[config.mk]
export PLATFORM = sky130hd
export DESIGN_NAME = mem_responder
export DESIGN_NICKNAME = d
export VERILOG_FILES = /design/src/rtl/mem_responder.sv
export SDC_FILE = /design/constraint.sdc
export NUM_CORES = 2
export LEC_CHECK = 0
export BUFFER_PORTS_ARGS = -buffer_cell sky130_fd_sc_hd__buf_2
export CAP_MARGIN = 0
export CORE_UTILIZATION = 23
export CTS_CLUSTER_SIZE = 30
export DETAILED_ROUTE_END_ITERATION = 6
export MAX_ROUTING_LAYER = met4
export PLACE_DENSITY = 0.4
export SYNTH_ARGS = -nofsm -noshare
export SYNTH_HDL_FRONTEND = slang
export SYNTH_SLANG_ARGS = --single-unit
[constraint.sdc]
create_clock -name clk -period 5.69 [get_ports clk]
set_clock_uncertainty 0.1 [all_clocks]
set_input_delay 0 -clock clk [delete_from_list [all_inputs] [get_ports clk]]
set_output_delay 0 -clock clk [all_outputs]
set_load 0.02 [all_outputs]
[src/rtl/mem_responder.sv]
// Word-organised behavioural memory behind the MAR/MDR pair: accepts a held
// read or write request, waits LATENCY cycles, then completes with a one-cycle pulse.
module mem_responder #(
  parameter int DEPTH_BITS = 8,
  parameter int LATENCY    = 3
) (
  input  logic        clk,
  input  logic        rst_n,
  input  logic        mem_read,
  input  logic        mem_write,
  input  logic [1:0]  mem_byte_enable,
  input  logic [15:0] mem_address,
  input  logic [15:0] mem_wdata,
  output logic [15:0] mem_rdata,
  output logic        mem_resp,
  output logic        proto_err
);

  typedef enum logic [1:0] {
    IDLE,
    BUSY,
    RESP
  } state_e;

  localparam int          Words   = 1 << DEPTH_BITS;
  localparam logic [3:0]  LatInit = 4'(LATENCY - 1);

  state_e                  state_q, state_d;
  logic [3:0]              cnt_q, cnt_d;

  logic                    wr_q;
  logic [DEPTH_BITS-1:0]   idx_q;
  logic [15:0]             wdata_q;
  logic [1:0]              be_q;
  logic [15:0]             rdata_q;
  logic                    proto_q;

  logic [15:0]             mem_q [Words];

  logic                    req;
  logic                    accept;
  logic                    fire;
  logic                    fire_wr;
  logic [DEPTH_BITS-1:0]   fire_idx;
  logic [15:0]             fire_wdata;
  logic [1:0]              fire_be;
  logic                    unused_addr;

  assign req         = mem_read | mem_write;
  assign accept      = (state_q == IDLE) && req;
  assign unused_addr = ^mem_address;

  always_ff @(posedge clk or negedge rst_n) begin
    if (!rst_n) begin
      state_q <= IDLE;
      cnt_q   <= '0;
    end else begin
      state_q <= state_d;
      cnt_q   <= cnt_d;
    end
  end

  // fire marks the edge entering RESP, where the array is read or written
  always_comb begin
    state_d = state_q;
    cnt_d   = cnt_q;
    fire    = 1'b0;
    unique case (state_q)
      IDLE: begin
        if (req) begin
          cnt_d = LatInit;
          if (LATENCY == 1) begin
            state_d = RESP;
            fire    = 1'b1;
          end else begin
            state_d = BUSY;
          end
        end
      end
      BUSY: begin
        cnt_d = cnt_q - 4'd1;
        if (!req) begin
          state_d = IDLE;
        end else if (cnt_q == 4'd1) begin
          state_d = RESP;
          fire    = 1'b1;
        end
      end
      RESP:    state_d = IDLE;
      default: state_d = IDLE;
    endcase
  end

  always_comb begin
    mem_resp  = (state_q == RESP);
    mem_rdata = rdata_q;
    proto_err = proto_q;
  end

  // With LATENCY=1 the completing edge is the accepting edge, so take live inputs
  always_comb begin
    if (state_q == IDLE) begin
      fire_wr    = mem_write;
      fire_idx   = mem_address[DEPTH_BITS:1];
      fire_wdata = mem_wdata;
      fire_be    = mem_byte_enable;
    end else begin
      fire_wr    = wr_q;
      fire_idx   = idx_q;
      fire_wdata = wdata_q;
      fire_be    = be_q;
    end
  end

  always_ff @(posedge clk or negedge rst_n) begin
    if (!rst_n) begin
      wr_q    <= 1'b0;
      idx_q   <= '0;
      wdata_q <= '0;
      be_q    <= '0;
      rdata_q <= '0;
      proto_q <= 1'b0;
    end else begin
      if (accept) begin
        wr_q    <= mem_write;
        idx_q   <= mem_address[DEPTH_BITS:1];
        wdata_q <= mem_wdata;
        be_q    <= mem_byte_enable;
        if (mem_read && mem_write) begin
          proto_q <= 1'b1;
        end
      end
      if (fire && !fire_wr) begin
        rdata_q <= mem_q[fire_idx];
      end
    end
  end

  // Array has no reset; the rst_n gate keeps a write from landing while reset is held
  always_ff @(posedge clk) begin
    if (rst_n && fire && fire_wr) begin
      if (fire_be[0]) begin
        mem_q[fire_idx][7:0] <= fire_wdata[7:0];
      end
      if (fire_be[1]) begin
        mem_q[fire_idx][15:8] <= fire_wdata[15:8];
      end
    end
  end

endmodule

---- Word level (Yosys, flattened, before mapping) ----
Memories as Yosys holds them, arrays and structs flattened. A register that Yosys moved wholly into a read port is not among the register bits.
Cells that the tools add are included.
W data, S select, Z words.
word-level totals
  register bits ........................... 34
  RAM bits ................................ 4096
  memories ................................ 1
cells by class
  add/sub/neg operators ................... 1
  equality and inequality tests ........... 5
  mux-type cells .......................... 19
  bitwise gates (word level) .............. 1
  reduce and logical (&&, ||, !) cells .... 12
memory list
  name   depth  width  read ports  clocked after memory_dff  wr ports  line  RTL
  mem_q  256    16     1           1                         1         38    logic [15:0] mem_q [Words];
operator list
  kind                   count
  $mux W16               1
  $mux W1                10
  $mux W2                4
  $mux W8                1
  $pmux W4 S2            1
  $reduce_and A2 Y1      3
  $logic_and A1 B1 Y1    5
  $eq A4 B1 Y1 const B   1
  $mux W4                1
  $pmux W2 S2            1
  $sub A4 B1 Y4 const B  1
  $ne A3 B3 Y1 const B   1
  $eq A2 B1 Y1 const B   1
  $eq A2 B2 Y1 const B   1
  $logic_not A1 Y1       2
  $logic_not A2 Y1       1
  $ne A2 B2 Y1 const B   1
  $reduce_bool A2 Y1     1
  $or A1 B1 Y1           1

---- Longest topological paths before layout ----
  depth after elaboration ................. 8
  depth in mapped cells ................... 13

---- Worst setup path after synthesis ----
Ideal clock, no wire load.
  path kind ............................... flip-flop to flip-flop
  from .................................... register state_q[1]
  to ...................................... memory mem_q[0][10] (data pin)
  library setup time ...................... 0.823 ns
  data arrival time ....................... 4.879 ns
  data required time ...................... 4.767 ns
  slack ................................... -0.111 ns
  cell stages (with the launch flop) ...... 10
  path buffers ............................ 6
  period minus slack after synthesis ...... 5.801 ns
  path through ............................ dfrtp_1 > buf_6 > nor2_8 > buf_6 > buf_2 > buf_2 > buf_1 > buf_1 > nand2_1 > nand2_1
between the ends
  cells in the longest elaborated chain, start to end .. 2
ends and longest elaborated chain
  what                      line  RTL
  from (decl)               28    state_e state_q, state_d;
  from (signal assigned)    58    state_q <= state_d;
  $logic_not A2 Y1          102   if (state_q == IDLE) begin
  $mux W16                  102
  named net fire_wdata[10]  45    logic [15:0] fire_wdata;
  to (decl)                 38
The timed path passes the listed nets, and every way through them passes these cells.

---- Worst setup path after layout ----
  from .................................... register state_q[1]
  to ...................................... register rdata_q[2] (netlist: mem_rdata[2]) (read register of mem_q)
between the ends
  cells in the longest elaborated chain, start to end .. 4
  elaborated cells between the ends (all ways) .. 7
  those cells by class .................... eq/ne: 1; mux: 3; reduce/logical: 3
ends and longest elaborated chain
  what                 line  RTL
  $logic_not A2 Y1     102
  $mux W1              102
  $logic_not A1 Y1     133   if (fire && !fire_wr) begin
  $logic_and A1 B1 Y1  133
  to (decl)            35    logic [15:0] rdata_q;
Parallel ways exist; a longest one is shown, timed or not.
A chain may end at the register's enable or synchronous reset.

==> run summary <==
HPWL after detailed placement - 300000 um
First-pass GRT wire length - 687000 um
Total CTS buffers - 440
Root buffer cell - clkbuf_16
Worst-path clk slew - 70 ps
Setup bufs post-CTS - 0
I/O pin count - 56
Post-synth top flop - edfxtp_1
Critical path class - flop to flop
Async S/R FF share, synth - 1.21%
Final ANT Viol Nets - 0
Setup violations, final - 0
Layout area overhead - 18.3%
Final WL - 492000 um
Vias in the first global route - 87600
Arr. time, crit path - 5940 ps
Pin count of the biggest net entering global routing - 159
Sequential share of the synthesized area - 80.4%
Power after layout - 99600 uW
Maximum VDD drop - 0.696 mV
Final WS setup - 502 ps
Least-Margin Pin Slew - 1390 ps
Total GRT Usage - 14.4%
Post-synth EDFFs - 4096
Syn_area_per_cell - 17.2 sq um
Via count - 87500
Netlist cell types - 53
RSZ-0062 raised after global routing - false
Maxcap violations - 0
Die area - 0.675 sq mm
TritonCTS clock tree - built
Cells after synthesis - 8972
Final setup TNS - 0 ps
Crit path max-delay family - compound AO/OA/AOI/OAI gates
Clk_lat worst skew - 1000 ps
Ys Warns - 0
Drt drc - 0
Most frequent CP cell - buf_4
# port buffers - 47
Drt first pass iters - 6
Post-layout min period - 5190 ps
Setup WS pre-CTS - 496 ps
Req. time, crit path - 6440 ps
Sequential share of power - 39.7%
Core area - 0.668 sq mm
Crit-path max FO - 30
Layout Nets - 9323
Rows - 300
Startpoint types - flop
Cell at the slowest stage of the critical path - o41ai_1
Post-synth top area share - 79.6%
Sw frac - 36.0%
Outcome - finished, final reports clean
Internal power - 63800 uW
Post-Syn Area - 0.155 sq mm
Placed Area - 0.168 sq mm
Htree depth - 5
Fin. Hold Viols - 0
Post_cts resized - 0
Via-per-instance ratio - 4.71
Synth top area cells - edfxtp_1, a22oi_1, a21oi_1
Avg WL per Cell - 26.5 um
Design area - 0.183 sq mm
Clock share of power - 28.6%
Initial DRC Count - 8816
Synth Net Count - 9012
Die width - 822 um
Clk sinks - 4146
Area leader, netlist - edfxtp_1
CP Capture Type - flop
Initial Util - 23.1%
Die H - 822 um
CTS Buffer Depth - 4
Slowest stage delay, CP - 1220 ps
Initial antenna violation count - 48
Leakage power - 0.0536 uW
Final Cycle Share - 91.2%
GP Congestion - 0.779
FF+latch count, synth - 4146
P per Cell Area - 545 mW/mm^2
Share of layout cells above drive strength 1 - 12.5%
Worst path bufs/invs - 5
WHS - 268 ps
Fin. max-slew vios - 0
Logic pwr share - 31.7%
Switch Pwr - 35800 uW
Worst min path class - input pin to flop
Worst relative slew slack - 6.04%
Fmax - 193 MHz
Gr ovfl total - 0
Crit-path cells - nor2_8, buf_4, o21a_4, buf_12, buf_12, a21oi_1, o41ai_1, a41oi_1, buf_4, nor4_2, buf_4, a21oi_1
-- registers in the layout, indices dropped and copies added, names as in the netlist --
name / flops
mem_rdata: 16
mem_q: 4096
be_q: 2
cnt_q: 4
wr_q: 1
proto_err: 1
state_q: 2
idx_q: 8
wdata_q: 16
-- worst paths after layout --
| check | start | endpoint | slack (ps) | cells past startpoint |
|---|---|---|---|---|
| setup / recovery | state_q[1] | mem_rdata[2] | 500 | 12 |
| hold reg to reg | proto_err | proto_err | 380 | 1 |
| setup reg to reg | state_q[1] | mem_rdata[2] | 500 | 12 |
| min in group asynchronous | rst_n | wdata_q[1] | 510 | 5 |
| max in group asynchronous | rst_n | mem_rdata[13] | 4120 | 6 |
| hold / removal | mem_wdata[0] | mem_q[154][0] | 270 | 5 |
-- power by group through the flow --
stage                     sequential (uW)  clock, uW  combinational [uW]
after floorplan                     41200          0               15700
after global placement              40100          0               31500
after detailed placement            40200          0               31900
after CTS                           39500      29100               32100
after global routing                39600      30200               33600
final                               39500      28500               31600
-- stage by stage --
step,cells,util (%)
final,18600,27.4
after global placement,17700,25.1
after CTS,18600,27.3
after detailed placement,17700,25.1
after global routing,18600,27.4
after floorplan,8972,-
-- metal layers --
metal / up-vias / track usage [%] / routed length (um)
met5: - / - / 0
met4: 0 / 2.68 / 9670
li1: 38000 / - / -
met2: 2868 / 22.8 / 231000
met3: 548 / 2.21 / 30000
met1: 46100 / 19.7 / 221000
-- synth_stat cells (2+ instances only) --
cell      count
nor4_1       25
nor2_1      530
inv_1         7
o22ai_1      68
nand3b_1      5
o31a_1        2
mux2i_1       2
o41ai_1     212
dfrtp_1      50
o32a_1        4
and2_1        2
o21ai_2       3
nand2b_1     12
a31oi_1       5
o21a_1        7
a22o_1      126
a41oi_1      49
buf_2       355
a221oi_1    124
or3_1         8
buf_6        17
nand3_1      32
clkbuf_1    203
nor3b_1       2
nand4_1       4
o31ai_1       3
mux2_2       27
o21ai_0      35
a21oi_1     925
o21ai_1       5
edfxtp_1   4096
ha_1          2
buf_4        67
nand2_1      91
nor2b_1       2
a22oi_1    1801
buf_1        48
-- placed cells by master, fill, tap and decap left out, drive strengths merged, types with 7 or more instances in the layout --
master / synthesis / final
bufinv: 0 / 43
clkbuf: 203 / 566
nand2: 91 / 91
a21oi: 925 / 925
clkinvlp: 0 / 15
o21a: 7 / 7
o21ai: 43 / 43
a41oi: 49 / 49
nand3: 32 / 32
diode: 0 / 8
or3: 8 / 8
clkinv: 0 / 184
a22oi: 1801 / 1801
inv: 7 / 20
o22ai: 68 / 68
buf: 487 / 479
nand2b: 12 / 12
nor2: 531 / 531
dfrtp: 50 / 50
dlygate4sd3: 0 / 80
a22o: 126 / 126
edfxtp: 4096 / 4096
mux2: 27 / 27
nor4: 25 / 25
o41ai: 212 / 212
a221oi: 124 / 124
-- logic make-up (layout without fill, tap and decap cells) --
logic type	after synthesis	count (layout)	synth area share [%]
fa+ha+maj	2	2	0.0162
mux	29	29	0.210
compound gates	3375	3375	15.2
flops	4146	4146	80.4
simple gates	723	723	1.92
other cells	0	8	0
buf+inv	697	1387	2.23
-- tightest hold or removal path: cells and delay by family --
family,cells,cell delay (ps)
simple gates,2,190
buf+inv,3,920
-- repair_timing --
action                                  in CTS  in global routing
hold buffers                                81                  0
endpoints found under the setup margin       0                  0
endpoints found under the hold margin     1105                  0
-- area by class of cell --
cell class              count  area, sq um
flip-flops and latches   4146       124000
clock buffers             566        11700
multi-input cells        4129        27300
clock inverters           255         2540
fillers                 66800       485000
inverters                   7         26.3
repair buffers            559         5730
well taps                8909        11100
diodes                      8         20.0
Power figures use the tool's default switching activity.
